--- src/rtl/fir_pkg.sv ---
`default_nettype none
// ============================================================================
// Module      : fir_pkg
// Description : Shared FSM state type and default widths for the 4-tap
//               sequential FIR MAC.
// Revision    : 1.0 - initial release
// ============================================================================
package fir_pkg;

    typedef enum logic [0:0] {
        IDLE = 1'b0,
        RUN  = 1'b1
    } state_t;

    localparam int NUM_TAPS            = 4;
    localparam int FILTERBITWIDTH_DEF  = 20;
    localparam int COEFBITWIDTH_DEF    = 16;

endpackage
`default_nettype wire

--- src/rtl/fir_4mac_seq_if.sv ---
`default_nettype none
// ============================================================================
// Module      : fir_4mac_seq_if
// Description : Control, mux and result bus of the sequential FIR MAC.
// Revision    : 1.0 - initial release
// ============================================================================
interface fir_4mac_seq_if #(
    parameter int FILTERBITWIDTH = fir_pkg::FILTERBITWIDTH_DEF,
    parameter int COEFBITWIDTH   = fir_pkg::COEFBITWIDTH_DEF
);
    logic                             start;
    logic signed [FILTERBITWIDTH-1:0] data_sel;
    logic signed [COEFBITWIDTH-1:0]   coef0;
    logic signed [COEFBITWIDTH-1:0]   coef1;
    logic signed [COEFBITWIDTH-1:0]   coef2;
    logic signed [COEFBITWIDTH-1:0]   coef3;
    logic [1:0]                       mux_sel;
    logic                             busy;
    logic signed [FILTERBITWIDTH-1:0] dout;
    logic                             dout_valid;
    logic                             overrun;

    modport master (
        output start, data_sel, coef0, coef1, coef2, coef3,
        input  mux_sel, busy, dout, dout_valid, overrun
    );

    modport slave (
        input  start, data_sel, coef0, coef1, coef2, coef3,
        output mux_sel, busy, dout, dout_valid, overrun
    );
endinterface
`default_nettype wire

--- src/rtl/fir_mac_sat.sv ---
`default_nettype none
// ============================================================================
// Module      : fir_mac_sat
// Description : Scales the MAC sum down by COEFBITWIDTH-1 (floor) and sizes it
//               to FILTERBITWIDTH. FIR_MAC_SAT_EN selects saturation,
//               otherwise two's-complement wrap.
// Revision    : 1.0 - initial release
// ============================================================================
module fir_mac_sat #(
    parameter int FILTERBITWIDTH = 20,
    parameter int COEFBITWIDTH   = 16
) (
    input  wire logic signed [FILTERBITWIDTH+COEFBITWIDTH+1:0] i_acc,
    output logic signed [FILTERBITWIDTH-1:0]                   o_result
);
    localparam int c_acc_w = FILTERBITWIDTH + COEFBITWIDTH + 2;

    logic signed [c_acc_w-1:0] w_shifted;

    assign w_shifted = i_acc >>> (COEFBITWIDTH - 1);

`ifdef FIR_MAC_SAT_EN
    localparam logic signed [c_acc_w-1:0] c_max =
        {{(c_acc_w-FILTERBITWIDTH+1){1'b0}}, {(FILTERBITWIDTH-1){1'b1}}};
    localparam logic signed [c_acc_w-1:0] c_min =
        {{(c_acc_w-FILTERBITWIDTH+1){1'b1}}, {(FILTERBITWIDTH-1){1'b0}}};

    always_comb begin
        o_result = w_shifted[FILTERBITWIDTH-1:0];
        if (w_shifted > c_max) begin
            o_result = c_max[FILTERBITWIDTH-1:0];
        end else if (w_shifted < c_min) begin
            o_result = c_min[FILTERBITWIDTH-1:0];
        end
    end
`else
    // Upper bits are deliberately discarded: wrap-around sizing.
    logic w_unused;
    assign w_unused = ^w_shifted[c_acc_w-1:FILTERBITWIDTH];
    assign o_result = w_shifted[FILTERBITWIDTH-1:0];
`endif

endmodule
`default_nettype wire

--- src/rtl/fir_4mac_seq.sv ---
`default_nettype none
// ============================================================================
// Module      : fir_4mac_seq
// Description : 4-tap FIR using one MAC, time-multiplexed over an external
//               4:1 sample mux. Optional macro: FIR_MAC_SAT_EN.
// Revision    : 1.0 - initial release
// ============================================================================
module fir_4mac_seq
    import fir_pkg::*;
#(
    parameter int FILTERBITWIDTH = FILTERBITWIDTH_DEF,
    parameter int COEFBITWIDTH   = COEFBITWIDTH_DEF
) (
    input  wire logic clk,
    input  wire logic rst_n,
    fir_4mac_seq_if.slave bus
);
    localparam int         c_prod_w     = FILTERBITWIDTH + COEFBITWIDTH;
    localparam int         c_acc_w      = c_prod_w + 2;
    localparam logic [1:0] c_last_phase = 2'(NUM_TAPS - 1);

    state_t                           r_state,      w_state_nxt;
    logic [1:0]                       r_mux_sel,    w_mux_sel_nxt;
    logic signed [c_acc_w-1:0]        r_acc,        w_acc_nxt;
    logic signed [FILTERBITWIDTH-1:0] r_dout,       w_dout_nxt;
    logic                             r_dout_valid, w_dout_valid_nxt;
    logic                             r_overrun,    w_overrun_nxt;

    logic signed [COEFBITWIDTH-1:0]   w_coef;
    logic signed [c_prod_w-1:0]       w_prod;
    logic signed [c_acc_w-1:0]        w_sum;
    logic signed [FILTERBITWIDTH-1:0] w_result;

    always_comb begin
        w_coef = bus.coef0;
        case (r_mux_sel)
            2'd0:    w_coef = bus.coef0;
            2'd1:    w_coef = bus.coef1;
            2'd2:    w_coef = bus.coef2;
            default: w_coef = bus.coef3;
        endcase
    end

    assign w_prod = bus.data_sel * w_coef;
    assign w_sum  = r_acc + {{2{w_prod[c_prod_w-1]}}, w_prod};

    fir_mac_sat #(
        .FILTERBITWIDTH (FILTERBITWIDTH),
        .COEFBITWIDTH   (COEFBITWIDTH)
    ) u_mac_sat (
        .i_acc    (w_sum),
        .o_result (w_result)
    );

    always_comb begin
        w_state_nxt      = r_state;
        w_mux_sel_nxt    = r_mux_sel;
        w_acc_nxt        = r_acc;
        w_dout_nxt       = r_dout;
        w_dout_valid_nxt = 1'b0;
        w_overrun_nxt    = r_overrun;
        case (r_state)
            IDLE: begin
                if (bus.start) begin
                    w_state_nxt   = RUN;
                    w_mux_sel_nxt = 2'd0;
                    w_acc_nxt     = '0;
                end
            end
            default: begin
                // A start during a pass is dropped but remembered.
                if (bus.start) begin
                    w_overrun_nxt = 1'b1;
                end
                if (r_mux_sel == c_last_phase) begin
                    w_dout_nxt       = w_result;
                    w_dout_valid_nxt = 1'b1;
                    w_mux_sel_nxt    = 2'd0;
                    w_state_nxt      = IDLE;
                end else begin
                    w_acc_nxt     = w_sum;
                    w_mux_sel_nxt = r_mux_sel + 2'd1;
                end
            end
        endcase
    end

    always_ff @(posedge clk or negedge rst_n) begin
        if (!rst_n) begin
            r_state      <= IDLE;
            r_mux_sel    <= 2'd0;
            r_acc        <= '0;
            r_dout       <= '0;
            r_dout_valid <= 1'b0;
            r_overrun    <= 1'b0;
        end else begin
            r_state      <= w_state_nxt;
            r_mux_sel    <= w_mux_sel_nxt;
            r_acc        <= w_acc_nxt;
            r_dout       <= w_dout_nxt;
            r_dout_valid <= w_dout_valid_nxt;
            r_overrun    <= w_overrun_nxt;
        end
    end

    assign bus.mux_sel    = r_mux_sel;
    assign bus.busy       = (r_state == RUN);
    assign bus.dout       = r_dout;
    assign bus.dout_valid = r_dout_valid;
    assign bus.overrun    = r_overrun;

endmodule
`default_nettype wire

--- src/flat_wrapper.sv ---
// flat-port wrapper written by rule: the top's interface ports become plain ports
module fir_4mac_seq_flat import fir_pkg::*;
#(
    parameter int FILTERBITWIDTH = FILTERBITWIDTH_DEF,
    parameter int COEFBITWIDTH   = COEFBITWIDTH_DEF
)
  (clk, rst_n, bus_start, bus_data_sel, bus_coef0, bus_coef1, bus_coef2, bus_coef3, bus_mux_sel, bus_busy, bus_dout, bus_dout_valid, bus_overrun);
  fir_4mac_seq_if #(.FILTERBITWIDTH(FILTERBITWIDTH), .COEFBITWIDTH(COEFBITWIDTH)) bus_i ();
  input  wire logic clk;
  input  wire logic rst_n;
  input wire logic [$bits(bus_i.start)-1:0] bus_start;
  input wire logic [$bits(bus_i.data_sel)-1:0] bus_data_sel;
  input wire logic [$bits(bus_i.coef0)-1:0] bus_coef0;
  input wire logic [$bits(bus_i.coef1)-1:0] bus_coef1;
  input wire logic [$bits(bus_i.coef2)-1:0] bus_coef2;
  input wire logic [$bits(bus_i.coef3)-1:0] bus_coef3;
  output wire logic [$bits(bus_i.mux_sel)-1:0] bus_mux_sel;
  output wire logic [$bits(bus_i.busy)-1:0] bus_busy;
  output wire logic [$bits(bus_i.dout)-1:0] bus_dout;
  output wire logic [$bits(bus_i.dout_valid)-1:0] bus_dout_valid;
  output wire logic [$bits(bus_i.overrun)-1:0] bus_overrun;
  assign bus_i.start = bus_start;
  assign bus_i.data_sel = bus_data_sel;
  assign bus_i.coef0 = bus_coef0;
  assign bus_i.coef1 = bus_coef1;
  assign bus_i.coef2 = bus_coef2;
  assign bus_i.coef3 = bus_coef3;
  assign bus_mux_sel = bus_i.mux_sel;
  assign bus_busy = bus_i.busy;
  assign bus_dout = bus_i.dout;
  assign bus_dout_valid = bus_i.dout_valid;
  assign bus_overrun = bus_i.overrun;
  fir_4mac_seq #(.FILTERBITWIDTH(FILTERBITWIDTH), .COEFBITWIDTH(COEFBITWIDTH)) u_core (.clk(clk), .rst_n(rst_n), .bus(bus_i));
endmodule
--- config.mk ---
export PLATFORM = sky130hd
export DESIGN_NAME = fir_4mac_seq_flat
export DESIGN_NICKNAME = d
export VERILOG_FILES = /design/src/rtl/fir_pkg.sv /design/src/rtl/fir_4mac_seq_if.sv /design/src/rtl/fir_mac_sat.sv /design/src/rtl/fir_4mac_seq.sv /design/src/flat_wrapper.sv
export SDC_FILE = /design/constraint.sdc
export NUM_CORES = 1
export LEC_CHECK = 0
export CORE_UTILIZATION = 49
export DETAILED_ROUTE_END_ITERATION = 16
export GPL_TIMING_DRIVEN = 0
export PLACE_DENSITY = 0.75
export SLEW_MARGIN = 20
export SYNTH_ARGS = -nofsm -noshare
export SYNTH_HDL_FRONTEND = slang
export SYNTH_HIERARCHICAL = 1
export SYNTH_SLANG_ARGS = --single-unit
--- constraint.sdc ---
create_clock -name clk -period 9.7 [get_ports clk]
set_clock_uncertainty 0.15 [all_clocks]
set_input_delay 2.91 -clock clk [delete_from_list [all_inputs] [get_ports clk]]
set_output_delay 2.91 -clock clk [all_outputs]
set_load 0.01 [all_outputs]
* Word-level counts from Yosys, hierarchy flattened *
Index checks and enable logic that the tools add are counted.

storage, ports and cells
  bits in registers = 63
  output and inout bits = 25

operators by class
  $add $sub $neg = 2
  multiply operators = 1
  eq/ne operators = 4
  muxes and demuxes = 12
  reduce and logical (&&, ||, !) cells = 5

operators with widths
  kind                                                             number
  38-bit 2-to-1 mux                                                3
  16-bit one-hot mux with 3 select lines                           1
  38-bit adder                                                     1
  20-bit by 16-bit multiplier with 36-bit output                   1
  2-bit 2-to-1 mux                                                 3
  2-bit AND reduction                                              3
  1-bit 2-to-1 mux                                                 5
  2-bit == test, second input constant                             2
  2-bit by 1-bit adder with 2-bit output, second input constant    1
  2-bit by 1-bit == test with 1-bit output, second input constant  1
  2-bit logical NOT                                                1
  2-bit inequality test, second input constant                     1
  2-bit nonzero test                                               1

* Longest topological paths before layout *
  depth in word-level cells = 6
  mapped depth = 40
  depth with buffers taken out = 37

* Modules after synthesis *
Netlist, hierarchy kept.

by module, submodules not included
  module        times used  cells each  area an instance (um2)  seq. area each (um2)
  fir_4mac_seq  1           1835        16533.4                 1576.5
  fir_mac_sat   1           20          150.1                   0.0

* Worst setup path after synthesis *
Ideal clock, no wire load.

  path kind = input to register
  start = input port bus_coef1[4]
  end = register u_core.r_dout[19] (netlist: u_core/bus.dout[19])
  arrival time = 10.428 ns
  data required time = 9.425 ns
  slack = -1.003 ns
  cell stages on the path = 33
  cell sequence = a222oi_1 -> a21oi_1 -> clkbuf_1 -> and2_1 -> fa_1 -> inv_1 -> fa_1 -> fa_1 -> fa_1 -> inv_1 -> fa_1 -> inv_1 -> fa_1 -> inv_1 -> ha_1 -> and3_1 -> nand4_1 -> a211o_1 -> o2111ai_1 -> o211ai_1 -> nand2_1 -> a21o_1 -> a21oi_1 -> xnor2_1 -> ha_1 -> nand2_1 -> or3_1 -> nor3_1 -> o31ai_1 -> a311o_1 -> xnor2_1 -> buf_4 -> mux2_2

between the ends
  cells in the longest elaborated chain, start to end = 3

ends and longest elaborated chain
  item                                            RTL line             RTL
  from (decl)                                     flat_wrapper.sv:14   input wire logic [$bits(bus_i.coef1)-1:0] bus_coef1;
  16-bit one-hot mux with 3 select lines          fir_4mac_seq.sv:36   case (r_mux_sel)
  20-bit by 16-bit multiplier with 36-bit output  fir_4mac_seq.sv:44   assign w_prod = bus.data_sel * w_coef;
  38-bit adder                                    fir_4mac_seq.sv:45   assign w_sum = r_acc + {{2{w_prod[c_prod_w-1]}}, w_prod};
  named net u_core.w_sum[34]                      fir_4mac_seq.sv:31   logic signed [c_acc_w-1:0] w_sum;
  to (signal assigned)                            fir_4mac_seq.sv:100  r_dout <= w_dout_nxt;
  to (decl)                                       fir_4mac_seq.sv:25   logic signed [FILTERBITWIDTH-1:0] r_dout, w_dout_nxt;

The timed path passes the listed nets, and every way through them passes these cells.
A chain may end at the register's enable or synchronous reset.

* Worst setup path after layout *
  start = input port bus_coef2[13]
  end = register u_core.r_dout[19] (netlist: u_core/bus.dout[19])

between the ends
  cells in the longest elaborated chain, start to end = 3

ends and longest elaborated chain
  item                                            RTL line            RTL
  from (decl)                                     flat_wrapper.sv:15  input wire logic [$bits(bus_i.coef2)-1:0] bus_coef2;
  16-bit one-hot mux with 3 select lines          fir_4mac_seq.sv:36
  20-bit by 16-bit multiplier with 36-bit output  fir_4mac_seq.sv:44
  38-bit adder                                    fir_4mac_seq.sv:45
  named net u_core.w_sum[34]                      fir_4mac_seq.sv:31

The timed path passes the listed nets, and every way through them passes these cells.

==> run_results.csv <==
group,metric,value,unit
sta,final_max_slew_viol_count,0,
detailed_routing,drt_drc_violations_left,0,
global_route,grt_pass1_vias,15190,
job,drv.max_cap_violation_count,0,
floorplan,core_footprint,32540,um2
place,dp_hpwl,36410,um
cells_and_area,num_antenna_cells,0,
cells_and_area,fraction_of_final_layout_cells_sized_beyond_drive_strength_1,0.2679,
setup_path,r2r.worst_path.cells,35,
floorplan,std_cell_rows,66,
synth,synth.yosys.warnings,6,
clocking,cts-root-to-sink-buffers,2,
sta,timing.slew.headroom,0.5029,
clocking,clk_root_buffer_cell,"clkbuf_16",
clocking,cts_tree,"done",
setup_path,crit_path_max_incr_delay,640,ps
synth,avgSynthCellArea,9.033,um2
synth,syn-cell-area,16240,um2
setup_path,worstPathBufferInverterCount,7,
detailed_routing,postRouteAntennaNets,0,
global_route,groute.usage.overall,0.2991,
setup_path,timing.critical_path.required,9770,ps
detailed_routing,detailroute.via_count,14250,
setup_path,crit_path_start,"bus_coef2[13]",
clocking,clkLatencyLatePin,340,ps
global_route,pin_count_of_the_biggest_net_entering_global_routing,43,
sta,finalCriticalPeriod,11180,ps
clocking,tritoncts_num_sinks,60,
sta,rsz0062_at_grt,"true",
global_route,grt_antenna_before_repair,2,
cells_and_area,final.fill_count,2391,
synth,synthesis.nets,2335,
cells_and_area,design.final.nets,2596,
setup_path,arrival,11250,ps
floorplan,height_of_the_die,184.1,um
setup_path,crit_path_frequent_cell,"fa_2",
detailed_routing,post_drt_via_cell_ratio,5.685,
sta,finalSetupViolations,40,
detailed_routing,wl_per_cell,20.66,um
outcome,failed_checks,"negative setup slack",
worst_hold_path,end_of_the_worst_hold_path,"u_core/bus.overrun$_DFFE_PN0P_",
clocking,cts_inserted_buffers,9,
worst_hold_path,worstHoldPathType,"flop to flop",
setup_path,rr_endpoint,"u_core/bus.dout[19]$_DFFE_PN0P_",
setup_path,critical_path.top_delay_family,"adder cells",
sta,tightestPinTransition,726.8,ps
setup_path,crit_path_top_delay_cell,"a222oi_1",
global_route,grt_pass1_wl,78180,um
global_route,grt-ovfl-total,0,
worst_hold_path,timing.hold.worst.start,"u_core/bus.overrun$_DFFE_PN0P_",
setup_path,r2r_start,"u_core/bus.mux_sel[1]$_DFFE_PN0P_",
floorplan,floorplan.die_area,33880,um2
sta,finalHoldViolCount,0,
floorplan,ioPinCount,112,
outcome,outcome,"finished, violations left",
setup_path,worst-path-max-fanout,6,
place,gp_congestion,0.9702,
detailed_routing,dr.first_iter.drc_count,1158,
floorplan,floorplan.initialDensity,0.4992,
clocking,clkSlewWorstSetupHoldPaths,50,ps
sta,fin_crit_sh,1.152,
floorplan,die_x,184.1,um
place,port-buffer-count,111,
sta,clock.fmax,89.47,MHz
setup_path,critPathCaptureType,"flop",
setup_path,startpoint_kind_of_the_worst_setup_timing_path,"primary input",
clocking,cts_max_level,3,
sta,final_critical_path_setup_slack,-1476,ps
worst_hold_path,worstHoldPathCells,1,
synth,synthCells,1798,
cells_and_area,postLayoutCoreUtil,0.6567,
setup_path,ff2ff_setup_slack,-70,ps
detailed_routing,wl,51780,um
setup_path,worstSetupPathType,"primary input to flop",
cells_and_area,area_growth,31.56,%
detailed_routing,drt_pre_antenna_iters,5,
[cell type report]
cell class / instances / area, um2 / share of cell area
buffer: 89 / 737.0 / 0.03449
timing repair buffer: 255 / 2326 / 0.1089
clock inverter: 4 / 72.57 / 0.003397
clock buffer: 12 / 246.5 / 0.01154
multi-input combinational: 1256 / 14470 / 0.6774
tap: 442 / 553.0 / 0.02588
inverter: 388 / 1456 / 0.06817
sequential: 60 / 1501 / 0.07027
[worst max-delay path by stage]
stage | endpoint | slack (ps) | cells past startpoint
finish | u_core/bus.dout[19]$_DFFE_PN0P_ | -1480 | 34
global route | u_core/bus.dout[19]$_DFFE_PN0P_ | -1670 | 38
CTS | u_core/bus.dout[19]$_DFFE_PN0P_ | -1240 | 32
detailed placement | u_core/bus.dout[19]$_DFFE_PN0P_ | -2640 | 35
global placement | u_core/bus.dout[19]$_DFFE_PN0P_ | -2600 | 35
floorplan | u_core/bus.dout[15]$_DFFE_PN0P_ | -830 | 32
[layout by cell type (no fill, tap or decap), drive strengths merged, types with 11 or more instances in the layout]
cell and count:
inv 388, a22o 33, o21ai 38, clkbuf 72, xnor2 35, xor2 20
nand2 194, nor3 16, nor2 54, dfrtp 60, and2 144, ha 131
a222oi 16, buf 188, a21oi 82, nand2b 11, dlygate4sd2 22, a21o 27
mux2 20, fa 319, clkdlybuf4s50 59
[state kept, by name, summed over array words and instances, names as in the netlist]
signal	flops
u_core/bus.mux_sel	2
u_core/bus.dout_valid	1
u_core/r_acc	35
u_core/bus.overrun	1
u_core/bus.busy	1
u_core/bus.dout	20
[metrics by stage]
step	worst slack, ps	cell area, um2	setup TNS (ps)	hold slack (ps)	instances
after global routing	-1667	21370	-42790	342.6	2506
after floorplan	-826.9	16450	-9115	320.1	1798
after CTS	-1236	20270	-27480	323.6	2467
final	-1476	21370	-36170	317.9	2506
after global placement	-2601	18110	-70610	301.0	2351
after detailed placement	-2638	18130	-74480	306.4	2352
[layer usage]
layer  global-route usage  routed length (um)  up-vias
met4               0.1633                3631        4
met5                    0                  23        -
met1               0.3559               18360     7106
met2               0.5092               25260      770
li1                     -                   -     6093
met3              0.05864                4502      273
[worst register-to-register path, delay by kind of cell, from the launching register on]
kind | cells | cell delay [ps]
buf+inv | 8 | 1320
mux | 1 | 250
simple gates | 6 | 1300
fa+ha+maj | 9 | 4060
flops | 1 | 410
xor+xnor | 2 | 330
compound gates | 9 | 1810
[repair_timing]
item,CTS,global route
pin swaps,171,198
endpoints found under the setup margin,43,43
buffers inserted,99,50
cloned,2,0
hold buffers,0,0
gates resized for setup,385,201
Power is not shown: default switching activity piles up to over one toggle a cycle in this logic, so the estimate is an artifact.
